[config.mk]
export PLATFORM = sky130hd
export DESIGN_NAME = su_cmd_decoder
export DESIGN_NICKNAME = d
export VERILOG_FILES = /design/src/rtl/su_cmd_decoder.sv
export SDC_FILE = /design/constraint.sdc
export NUM_CORES = 1
export LEC_CHECK = 0
export CORE_MARGIN = 2
export CORE_UTILIZATION = 30
export CTS_BUF_LIST = sky130_fd_sc_hd__clkbuf_8
export DETAILED_ROUTE_END_ITERATION = 8
export HOLD_SLACK_MARGIN = 0.06
export PLACE_DENSITY = 0.64
export SYNTH_ARGS = -nofsm -noshare
export SYNTH_HDL_FRONTEND = slang
export SYNTH_SLANG_ARGS = --single-unit
[constraint.sdc]
create_clock -name clk -period 2.7 [get_ports clk]
set_input_delay 0.675 -clock clk [delete_from_list [all_inputs] [get_ports clk]]
set_output_delay 0.675 -clock clk [all_outputs]
set_load 0.03 [all_outputs]
[src/rtl/su_cmd_decoder.sv]
`default_nettype none
// +--------------------------------------------------------------------------+
// | su_cmd_decoder                                                           |
// | Smart-UART host command parser: word read/write onto the on-chip bus,    |
// | read responses back to UART TX, other bytes forwarded to the gateway.    |
// | Optional macro SU_CMD_TIMEOUT_EN adds an inter-byte timeout.             |
// | Revision: 1.0                                                            |
// +--------------------------------------------------------------------------+

`ifndef SU_CMD_WR_WORD
`define SU_CMD_WR_WORD 8'hA1
`endif
`ifndef SU_CMD_RD_WORD
`define SU_CMD_RD_WORD 8'hA2
`endif
`ifndef SU_CMD_RSP
`define SU_CMD_RSP 8'hA3
`endif

module su_cmd_decoder #(
  parameter logic [7:0]  CMD_WR      = `SU_CMD_WR_WORD,
  parameter logic [7:0]  CMD_RD      = `SU_CMD_RD_WORD,
  parameter logic [7:0]  CMD_RSP     = `SU_CMD_RSP,
  parameter int unsigned TIMEOUT_CYC = 1000000
) (
  input  logic        clk,
  input  logic        rst,
  input  logic [7:0]  rx_byte,
  input  logic        rx_valid,
  output logic [7:0]  tx_byte,
  output logic        tx_valid,
  input  logic        tx_ready,
  output logic [7:0]  gw_byte,
  output logic        gw_valid,
  output logic        bus_req,
  output logic        bus_wr,
  output logic [31:0] bus_addr,
  output logic [31:0] bus_wdata,
  input  logic        bus_ack,
  input  logic [31:0] bus_rdata,
  output logic        busy,
  output logic        err_overflow
);

  typedef enum logic [2:0] {
    ST_IDLE     = 3'd0,
    ST_ADDR     = 3'd1,
    ST_DATA     = 3'd2,
    ST_BUS      = 3'd3,
    ST_RSP_HDR  = 3'd4,
    ST_RSP_DATA = 3'd5
  } state_t;

  state_t      state_q;
  logic [1:0]  cnt_q;
  logic        wr_q;
  logic        bus_req_q;
  logic        tx_valid_q;
  logic        gw_valid_q;
  logic        err_q;
  logic [7:0]  tx_byte_q;
  logic [7:0]  gw_byte_q;
  logic [31:0] addr_q;
  logic [31:0] wdata_q;
  logic [31:0] rdata_q;

  logic        w_tx_acc;
  logic        w_drop;

  assign w_tx_acc = tx_valid_q & tx_ready;
  // Bytes arriving while a transaction or response is in flight cannot be buffered.
  assign w_drop   = rx_valid & ((state_q == ST_BUS) || (state_q == ST_RSP_HDR) ||
                                (state_q == ST_RSP_DATA));

`ifdef SU_CMD_TIMEOUT_EN
  logic [31:0] tmo_q;
`else
  logic unused_tmo;
  assign unused_tmo = (TIMEOUT_CYC > 0);
`endif

  always_ff @(posedge clk) begin
    if (rst) begin
      state_q    <= ST_IDLE;
      cnt_q      <= 2'd0;
      wr_q       <= 1'b0;
      bus_req_q  <= 1'b0;
      tx_valid_q <= 1'b0;
      gw_valid_q <= 1'b0;
      err_q      <= 1'b0;
      tx_byte_q  <= 8'h00;
      gw_byte_q  <= 8'h00;
      addr_q     <= 32'h0;
      wdata_q    <= 32'h0;
      rdata_q    <= 32'h0;
`ifdef SU_CMD_TIMEOUT_EN
      tmo_q      <= 32'h0;
`endif
    end else begin
      gw_valid_q <= 1'b0;
      if (w_drop) begin
        err_q <= 1'b1;
      end
      case (state_q)
        ST_IDLE: begin
          if (rx_valid) begin
            if ((rx_byte == CMD_WR) || (rx_byte == CMD_RD)) begin
              wr_q    <= (rx_byte == CMD_WR);
              cnt_q   <= 2'd0;
              state_q <= ST_ADDR;
            end else begin
              gw_byte_q  <= rx_byte;
              gw_valid_q <= 1'b1;
            end
          end
        end
        ST_ADDR: begin
          if (rx_valid) begin
            addr_q <= {addr_q[23:0], rx_byte};
            cnt_q  <= cnt_q + 2'd1;
            if (cnt_q == 2'd3) begin
              state_q <= wr_q ? ST_DATA : ST_BUS;
            end
          end
        end
        ST_DATA: begin
          if (rx_valid) begin
            wdata_q <= {wdata_q[23:0], rx_byte};
            cnt_q   <= cnt_q + 2'd1;
            if (cnt_q == 2'd3) begin
              state_q <= ST_BUS;
            end
          end
        end
        ST_BUS: begin
          if (!bus_req_q) begin
            bus_req_q <= 1'b1;
          end else if (bus_ack) begin
            bus_req_q <= 1'b0;
            if (wr_q) begin
              state_q <= ST_IDLE;
            end else begin
              rdata_q    <= bus_rdata;
              tx_byte_q  <= CMD_RSP;
              tx_valid_q <= 1'b1;
              state_q    <= ST_RSP_HDR;
            end
          end
        end
        ST_RSP_HDR: begin
          if (w_tx_acc) begin
            tx_byte_q <= rdata_q[31:24];
            rdata_q   <= {rdata_q[23:0], 8'h00};
            cnt_q     <= 2'd0;
            state_q   <= ST_RSP_DATA;
          end
        end
        ST_RSP_DATA: begin
          if (w_tx_acc) begin
            cnt_q <= cnt_q + 2'd1;
            if (cnt_q == 2'd3) begin
              tx_valid_q <= 1'b0;
              state_q    <= ST_IDLE;
            end else begin
              tx_byte_q <= rdata_q[31:24];
              rdata_q   <= {rdata_q[23:0], 8'h00};
            end
          end
        end
        default: state_q <= ST_IDLE;
      endcase
`ifdef SU_CMD_TIMEOUT_EN
      // Stalled host: abandon the partial command once the line is silent too long.
      if (((state_q == ST_ADDR) || (state_q == ST_DATA)) && !rx_valid) begin
        if (tmo_q == TIMEOUT_CYC) begin
          state_q <= ST_IDLE;
          cnt_q   <= 2'd0;
          tmo_q   <= 32'h0;
        end else begin
          tmo_q <= tmo_q + 32'd1;
        end
      end else begin
        tmo_q <= 32'h0;
      end
`endif
    end
  end

  assign tx_byte      = tx_byte_q;
  assign tx_valid     = tx_valid_q;
  assign gw_byte      = gw_byte_q;
  assign gw_valid     = gw_valid_q;
  assign bus_req      = bus_req_q;
  assign bus_wr       = wr_q;
  assign bus_addr     = addr_q;
  assign bus_wdata    = wdata_q;
  assign busy         = (state_q != ST_IDLE);
  assign err_overflow = err_q;

endmodule

`default_nettype wire

==> reports/metrics.cfg, run 1 <==
[critical_path]
cp_max_fo=11
crit_arrival_ns=1.96
crit_type=register to output pin
cpLargestDelayFamily=buffers and inverters
crit_required_ns=2.03
worstReg2RegEnd=state_q[1]$_SDFFE_PP0P_
r2r_setup_slack_ns=0.50
r2r-start=state_q[2]$_SDFFE_PP0P_
crit_path_top_delay_cell=clkdlybuf4s50_1
slowest_delay_ns=0.64
path_cells=nor3_2 -> inv_1 -> clkdlybuf4s50_1
rr_worst_depth=5
crit_buf_inv=2
end_kind=output pin
crit_path_start_kind=register

[synth]
synth-xor-area-share=0.00186
synth-simple-area-share=0.254
netlist_area_um2=4720
synth_cell_type_count=41
synthCells=598
ys_seq_area_frac=0.518
synth_compound_area_frac=0.162
yosys.area_share.adder=0.00265
ys_seq_elements=122
synthArstFlopShare=0
synthMuxAreaShare=0.0191
synth_top_family_by_area=simple AND/OR/NAND/NOR gates
postSynthAreaPerCell_um2=7.89
netlist.area_leader.share=0.518
ys_dominant_reg_cell=dfxtp_1
synth_top_area_cell=dfxtp_1
yosys_warnings=0
synth-edff-count=0
mappedNetlistNets=644
synthTopCellsByArea=dfxtp_1 (52%), nand2_1 (16%), a21oi_1 (8.9%)

[placed_design]
place_worst_setup_slack_ns=-0.0856
globalplace.congestion=0.797
numPlacedInstances=921
port_buffers=130
dp_hpwl_mm=8.85

[global_route]
use_met3=0.0553
grt_max_degree=54
antenna_found_initial=0
met2_usage=0.246
grt_pass1_vias=4116
grt_pass1_wl_mm=20.8
track_usage=0.159
overflow=0
use_met1=0.199
gr-max-usage-layer=met2

[sta]
fin_setup_tns_ns=0
finClkSkew_ns=0.00880
slew_viol_final=0
setup_ws_ns=0.0634
maxSlewHeadroom=0.568
grt_setup_unrepaired=false
min_period_over_period=0.977
max_freq_mhz=379
tightest_slew_ns=0.648
finalWorstPathRequiredPeriod_ns=2.64
setup_viol=0
final_hold_viol_count=0

[layout]
antenna_cells=0
mostFrequentLayoutCell=nand2_1
final_cell_mix=nand2_1 (197), clkdlybuf4s50_1 (129), dfxtp_1 (121), a21oi_1 (84), nor2_1 (45)
layoutNonFillerInstCount=953
finalCoreUtilization=0.442
drive_gt1_frac=0.0930
area_growth_pct=43.0
fin_nets=775

[floorplanning]
core_area_um2=15300
die_h_um=129
die_area_um2=16700
start_util=0.309
die_w_um=129
pin_count=131
rows=45

[detailed_routing]
routed_wl_mm=13.0
vias_per_cell=4.65
avgRoutedWirePerCell_um=13.7
drt_iter0_markers=298
drc=0
route.vias.total=4429
antenna_left=0
first_pass_iters=4

[hold_path]
hold-path-cell-count=2
worstHoldStart=rdata_q[7]$_SDFFE_PP0P_
hp-class=register to register
min_to=rdata_q[7]$_SDFFE_PP0P_

[cts]
cts.htree.levels=4
cts_sinks=122
post_cts_buffers=0
root_buffer=clkbuf_8
cts_tree=done
clk_latency_ns=0.43
clkTransAtPathRegs_ns=0.07
clockBufferDepth=2
cts_buffers=17

[status]
status=completed

[power]
max-vdd-ir-drop_mv=0.319
leakage_nw=2.30
p_per_area_nw_per_um2=648
power.total_mw=4.37

[run]
drv_cap=0

-- power by group --
group | switching (mW) | total [mW] | internal (mW)
sequential | 0.0596 | 1.94 | 1.88
clock | 0.765 | 1.61 | 0.847
combinational | 0.488 | 0.818 | 0.330
total | 1.31 | 4.37 | 3.06
-- final cells by class --
class | count | area, um2
Tap cell | 211 | 264
Timing Repair Buffer | 159 | 1540
Clock buffer | 18 | 248
Multi-Input combinational cell | 426 | 2090
Fill cell | 1558 | 8510
Inverter | 3 | 11.3
Sequential cell | 122 | 2440
Clock inverter | 14 | 148
-- repair_timing --
action	4_1_cts	5_1_grt
hold buffers	0	0
resized for setup	1	1
setup endpoints to repair	1	1
-- cell usage after synthesis (3+ instances only) --
master and count:
a311oi_1 24, clkbuf_1 36, o21ai_0 3, nor2b_1 4, nor3_1 10, nor2_1 45
dfxtp_1 122, nand2_1 197, inv_1 3, nand2b_1 4, a21oi_1 84, buf_2 7
mux2i_1 9, or3_1 3, buf_1 3, nand3_1 13
-- flip-flops by register name, summed over array words and instances, names as in the netlist --
| signal | cells |
|---|---|
| gw_valid | 1 |
| rdata_q | 32 |
| err_overflow | 1 |
| bus_wdata | 32 |
| tx_byte | 8 |
| state_q | 3 |
| bus_addr | 32 |
| bus_wr | 1 |
| tx_valid | 1 |
| gw_byte | 8 |
| bus_req | 1 |
| cnt_q | 2 |
-- through the flow --
stage	cell area, um2	hold WS, ns
after floorplan	4720	0.432
after global placement	6340	0.440
after detailed placement	6340	0.446
after CTS	6740	0.457
after global routing	6740	0.482
final	6740	0.454
-- worst reg2reg max path: cells and delay by family, from the launching register on --
family / cells / cell delay [ns]
and+or+nand+nor: 3 / 1.16
DFF: 1 / 0.55
AOI/OAI and AO/OA: 2 / 0.40
-- logic make-up (layout without fill, tap and decap cells) --
logic type / count (synthesis) / after routing
AOI/OAI and AO/OA: 125 / 125
xor gates and xnor gates: 1 / 1
adders and majority gates: 1 / 1
buffers and inverters: 50 / 194
DFF: 122 / 122
muxes: 9 / 9
and+or+nand+nor: 290 / 290
-- worst max path at each step --
stage	start	to	slack (ns)	cells past startpoint
after global routing	state_q[2]$_SDFFE_PP0P_	busy	0.01	3
after CTS	state_q[2]$_SDFFE_PP0P_	busy	0.05	3
after floorplan	rx_valid	state_q[1]$_SDFFE_PP0P_	0.54	6
after global placement	rx_byte[1]	state_q[1]$_SDFFE_PP0P_	-0.04	6
final	state_q[2]$_SDFFE_PP0P_	busy	0.06	3
after detailed placement	rx_byte[1]	state_q[1]$_SDFFE_PP0P_	-0.09	6
-- per-layer routing --
layer  share of wire  up-vias  wire length (um)
met3           0.059       19               770
li1                -     2274                 -
met2            0.46       79              6010
met1            0.46     2057              5950
met5               0        -                 0
met4           0.022        0               284
(Power assumes the default switching activity.)
==> run 2: changes to the inputs <==
--- a/config.mk
+++ b/config.mk
@@ -5,7 +5,6 @@
 export SDC_FILE = /design/constraint.sdc
 export NUM_CORES = 1
 export LEC_CHECK = 0
-export CORE_MARGIN = 2
 export CORE_UTILIZATION = 30
 export CTS_BUF_LIST = sky130_fd_sc_hd__clkbuf_8
 export DETAILED_ROUTE_END_ITERATION = 8
==> run 2 against run 1 <==
  * Die area fell by 3.1%
  * Flip-flop and latch count stayed put
  * Count of clock-buffer cells in the layout decreased by 1
  * Largest cell class unchanged
  * Clock power is essentially flat
  * Sequential share of layout area up 0.076 points
  * Critical path depth stayed put
  * Setup slack improved by 0.23 ns
  * Clock skew about the same
  * Fmax up 9.6%
  * Largest power group unchanged
  * Via count is 1.9% lower
  * Critical path type unchanged
  * Non-clock buffer count is 5 lower
  * Sequential power hardly changed
==> reports/metrics.cfg, run 2 (synthesized netlist as in run 1, its figures left out) <==
[sta]
setup_viol=0  ; unchanged
finClkSkew_ns=0.00857  ; -0.000238 ns
final_hold_viol_count=0  ; unchanged
slew_viol_final=0  ; unchanged
fin_setup_tns_ns=0  ; unchanged
min_period_over_period=0.891  ; -0.0854
max_freq_mhz=416  ; +9.6%
setup_ws_ns=0.294  ; +0.231 ns
tightest_slew_ns=0.711  ; +0.0628 ns
maxSlewHeadroom=0.526  ; -0.0419
finalWorstPathRequiredPeriod_ns=2.41  ; -0.231 ns
grt_setup_unrepaired=false

[placed_design]
dpl_cell_area_um2=6330  ; -0.20%
place_worst_setup_slack_ns=-0.0749  ; +0.0107 ns
globalplace.congestion=0.751  ; -5.8%
numPlacedInstances=916  ; -0.54%
dp_hpwl_mm=8.53  ; -3.6%
port_buffers=130  ; unchanged

[cts]
cts_sinks=122  ; unchanged
clk_latency_ns=0.45  ; +0.02 ns
root_buffer=clkbuf_8
clkTransAtPathRegs_ns=0.07  ; about the same
cts_buffers=17  ; unchanged
cts.htree.levels=4  ; unchanged
clockBufferDepth=2  ; unchanged
cts_tree=done
post_cts_buffers=0  ; unchanged

[floorplanning]
core_area_um2=15300  ; unchanged
pin_count=131  ; unchanged
die_area_um2=16200  ; -3.1%
rows=45  ; unchanged
start_util=0.309  ; unchanged
die_h_um=127  ; -1.5%
die_w_um=127  ; -1.5%

[global_route]
overflow=0  ; unchanged
grt_pass1_wl_mm=20.4  ; -1.8%
grt_max_degree=52  ; -3.7%
antenna_found_initial=0  ; unchanged
grt_pass1_vias=4055  ; -1.5%
track_usage=0.163  ; +0.00433

[detailed_routing]
antenna_left=0  ; unchanged
route.vias.total=4343  ; -1.9%
drt_iter0_markers=273  ; -8.4%
routed_wl_mm=12.8  ; -1.9%
vias_per_cell=4.59  ; -1.3%
drc=0  ; unchanged
first_pass_iters=4  ; unchanged
avgRoutedWirePerCell_um=13.5  ; -1.3%

[layout]
area_growth_pct=42.6
antenna_cells=0  ; unchanged
final_cell_mix=nand2_1 (197), clkdlybuf4s50_1 (128), dfxtp_1 (122), a21oi_1 (84), nor2_1 (45)
fin_nets=770  ; -0.65%
finalCoreUtilization=0.441  ; -0.00115
layoutNonFillerInstCount=947  ; -0.63%
drive_gt1_frac=0.0829  ; -0.0101
nFillCells=1559  ; +0.064%
final_area_um2=6730  ; -0.26%
mostFrequentLayoutCell=nand2_1

[critical_path]
slowest_delay_ns=0.42  ; -0.22 ns
crit_path_start_kind=register
path_cells=nor3_2 -> inv_1 -> dlygate4sd2_1
cp_max_fo=12  ; +1
crit_path_top_delay_cell=dfxtp_1
end_kind=output pin
crit_arrival_ns=1.73  ; -0.23 ns
r2r_setup_slack_ns=0.58  ; +0.08 ns
crit_type=register to output pin
crit_required_ns=2.03  ; about the same

[power]
leakage_nw=2.30  ; about the same
max-vdd-ir-drop_mv=0.267  ; -16%
p_per_area_nw_per_um2=650  ; +0.33%

[run]
drv_cap=0  ; unchanged

[status]
status=completed

[hold_path]
hp-class=register to register

## run 2: final cells by class
class                   instances  area (um2)  area share
inverters                       3        11.3     0.00167
well taps                     211         264      0.0392
multi-input cells             426        2090       0.310
repair buffers                154        1530       0.227
flip-flops and latches        122        2440       0.363
clock buffers                  17         234      0.0348
clock inverters                14         159      0.0236
## run 2: per-layer routing
layer  GRT usage  share of wire  up-vias
met5           0              0        -
met4      0.0791          0.021        0
met3      0.0603          0.060       22
met2       0.246           0.46       85
met1       0.204           0.46     1971
li1            -              -     2265
## run 2: power by group
part	internal [mW]	leakage, nW	switching, mW
Combinational	0.325	1.11	0.495
Clock	0.895	0.204	0.728
Sequential	1.88	0.985	0.0498
Total	3.10	2.30	1.27
## run 2: critical path: cells and delay by family (launching register included)
| family | cells | cell delay (ns) |
|---|---|---|
| and+or+nand+nor | 1 | 0.35 |
| buffers and inverters | 2 | 0.52 |
| DFF | 1 | 0.42 |
## run 2: worst paths after layout
check,startpoint,end,depth (start not counted)
max,state_q[2]$_SDFFE_PP0P_,busy,3
min,rdata_q[2]$_SDFFE_PP0P_,rdata_q[2]$_SDFFE_PP0P_,2
max reg2reg,state_q[2]$_SDFFE_PP0P_,state_q[1]$_SDFFE_PP0P_,5
min reg2reg,rdata_q[2]$_SDFFE_PP0P_,rdata_q[2]$_SDFFE_PP0P_,2
## run 2: repair_timing
item                                    CTS  global route
endpoints found under the setup margin    1             0
resized for setup                         2             0
hold buffers                              0             0
## run 2: through the flow
stage          hold WS (ns)  total power, mW
2_1_floorplan         0.432             2.47
3_3_place_gp          0.441             2.79
3_5_place_dp          0.446             2.80
4_1_cts               0.456             4.44
5_1_grt               0.480             4.59
6_report              0.453             4.37
==> run 3: changes to the inputs <==
--- a/config.mk
+++ b/config.mk
@@ -10,6 +10,7 @@
 export DETAILED_ROUTE_END_ITERATION = 8
 export HOLD_SLACK_MARGIN = 0.06
 export PLACE_DENSITY = 0.64
+export SETUP_SLACK_MARGIN = 0.4
 export SYNTH_ARGS = -nofsm -noshare
 export SYNTH_HDL_FRONTEND = slang
 export SYNTH_SLANG_ARGS = --single-unit
==> run 3 against run 2 <==
  * Total power grew 0.23%
  * Global-route usage barely moved
  * Combinational power about the same
  * Critical path depth decreased by 2
  * Setup slack better by 0.18 ns
  * Register-to-register slack better by 0.03 ns
  * Clock skew up 0.00069 ns
  * Flip-flop and latch count did not move
  * Clock power about the same
  * Sequential share of layout area fell by 0.069 points
  * Critical endpoint is now bus_addr[10]
  * Highest routed layer unchanged
==> reports/metrics.cfg, run 3 (synthesized netlist as in run 1, its figures left out) <==
[status]
status=completed

[detailed_routing]
drt_iter0_markers=269  ; -1.5%
routed_wl_mm=12.7  ; -0.22%
antenna_left=0  ; unchanged
first_pass_iters=4  ; unchanged
drc=0  ; unchanged
vias_per_cell=4.58  ; -0.18%
route.vias.total=4335  ; -0.18%
avgRoutedWirePerCell_um=13.4  ; -0.22%

[floorplanning]
pin_count=131  ; unchanged
rows=45  ; unchanged
die_w_um=127  ; unchanged
die_h_um=127  ; unchanged
core_area_um2=15300  ; unchanged
die_area_um2=16200  ; unchanged
start_util=0.309  ; unchanged

[global_route]
overflow=0  ; unchanged
track_usage=0.163  ; about the same
grt_pass1_wl_mm=20.4  ; unchanged
grt_max_degree=52  ; unchanged
antenna_found_initial=0  ; unchanged
grt_pass1_vias=4055  ; unchanged

[sta]
min_period_over_period=0.824  ; -0.0674
maxSlewHeadroom=0.527  ; +0.000992
setup_viol=0  ; unchanged
slew_viol_final=0  ; unchanged
fin_setup_tns_ns=0  ; unchanged
max_freq_mhz=450  ; +8.2%
tightest_slew_ns=0.710  ; -0.00149 ns
grt_setup_unrepaired=false
finalWorstPathRequiredPeriod_ns=2.22  ; -0.182 ns
final_hold_viol_count=0  ; unchanged
finClkSkew_ns=0.00926  ; +0.000694 ns

[cts]
clockBufferDepth=2  ; unchanged
root_buffer=clkbuf_8
cts_buffers=17  ; unchanged
cts.htree.levels=4  ; unchanged
clkTransAtPathRegs_ns=0.07  ; about the same
clk_latency_ns=0.45  ; about the same
cts.hold.buffers_added=0  ; unchanged
cts_sinks=122  ; unchanged
cts_tree=done

[layout]
final_area_um2=6740  ; +0.24%
drive_gt1_frac=0.0883  ; +0.00543
area_growth_pct=42.9
final_cell_mix=nand2_1 (197), clkdlybuf4s50_1 (127), dfxtp_1 (121), a21oi_1 (84), nor2_1 (45)
antenna_cells=0  ; unchanged
fin_nets=770  ; unchanged
mostFrequentLayoutCell=nand2_1

[critical_path]
cpLargestDelayFamily=buffers and inverters
path_cells=clkdlybuf4s50_1
crit_path_start_kind=register
crit_type=register to output pin
crit_arrival_ns=1.55  ; -0.18 ns
crit_required_ns=2.03  ; about the same
crit_buf_inv=1  ; -1
cp_max_fo=3  ; -9
crit_path_top_delay_cell=clkdlybuf4s50_1
slowest_delay_ns=0.70  ; +0.28 ns
end_kind=output pin

[placed_design]
port_buffers=130  ; unchanged
dpl_cell_area_um2=6330  ; unchanged
dp_hpwl_mm=8.53  ; unchanged
globalplace.congestion=0.751  ; unchanged

[run]
drv_cap=0  ; unchanged

[hold_path]
hp-class=register to register

[power]
p_per_area_nw_per_um2=650  ; about the same
leakage_nw=2.31  ; +0.38%
max-vdd-ir-drop_mv=0.267  ; about the same

-- run 3: cell types whose count changed in the layout (fill, tap and decap cells not counted) --
cell,delta
nor3_2,-1
nor3_4,+1
xor2_2,+1
xor2_1,-1
nor4b_1,-1
dfxtp_2,+1
dfxtp_1,-1
clkbuf_2,+1
clkdlybuf4s50_1,-1
nor4b_2,+1
-- run 3: final timing paths --
check	startpoint	endpoint	slack, ns	cells after the start
max	bus_addr[10]$_SDFFE_PP0P_	bus_addr[10]	0.48	1
min	rdata_q[2]$_SDFFE_PP0P_	rdata_q[2]$_SDFFE_PP0P_	0.45	2
max reg2reg	state_q[1]$_SDFFE_PP0P_	state_q[2]$_SDFFE_PP0P_	0.61	6
min reg2reg	rdata_q[2]$_SDFFE_PP0P_	rdata_q[2]$_SDFFE_PP0P_	0.45	2
-- run 3: layout make-up --
| class | count | area (um2) |
|---|---|---|
| Fill cell | 1560 | 8520 |
| Timing Repair Buffer | 154 | 1520 |
| Multi-Input combinational cell | 426 | 2110 |
| Sequential cell | 122 | 2440 |
| Clock inverter | 14 | 159 |
| Inverter | 3 | 11.3 |
| Clock buffer | 17 | 234 |
| Tap cell | 211 | 264 |
-- run 3: layer usage --
layer	vias up	track usage	routed length (um)
met4	0	0.0791	306
met5	-	0	0
met3	23	0.0603	731
met1	1968	0.204	5880
li1	2262	-	-
met2	82	0.246	5820
-- run 3: timing repair --
| action | CTS | global route |
|---|---|---|
| gates resized for setup | 5 | 4 |
| setup endpoints to repair | 2 | 4 |
| buffers inserted | 0 | 0 |
-- run 3: report_power, final --
group / leakage (nW) / internal [mW] / switching, mW / total [mW]
combinational: 1.12 / 0.328 / 0.495 / 0.823
sequential: 0.985 / 1.88 / 0.0532 / 1.93
clock: 0.204 / 0.895 / 0.732 / 1.63
total: 2.31 / 3.10 / 1.28 / 4.38
-- run 3: metrics by stage --
stage | setup slack, ns | hold WS [ns] | cells | total power, mW | util
after CTS | 0.382 | 0.456 | 947 | 4.44 | 0.441
final | 0.476 | 0.453 | 947 | 4.38 | 0.442
after detailed placement | -0.0749 | 0.446 | 916 | 2.80 | 0.415
after floorplan | 0.537 | 0.432 | 598 | 2.47 | -
after global placement | -0.0879 | 0.441 | 916 | 2.79 | 0.415
after global routing | 0.403 | 0.480 | 947 | 4.60 | 0.442
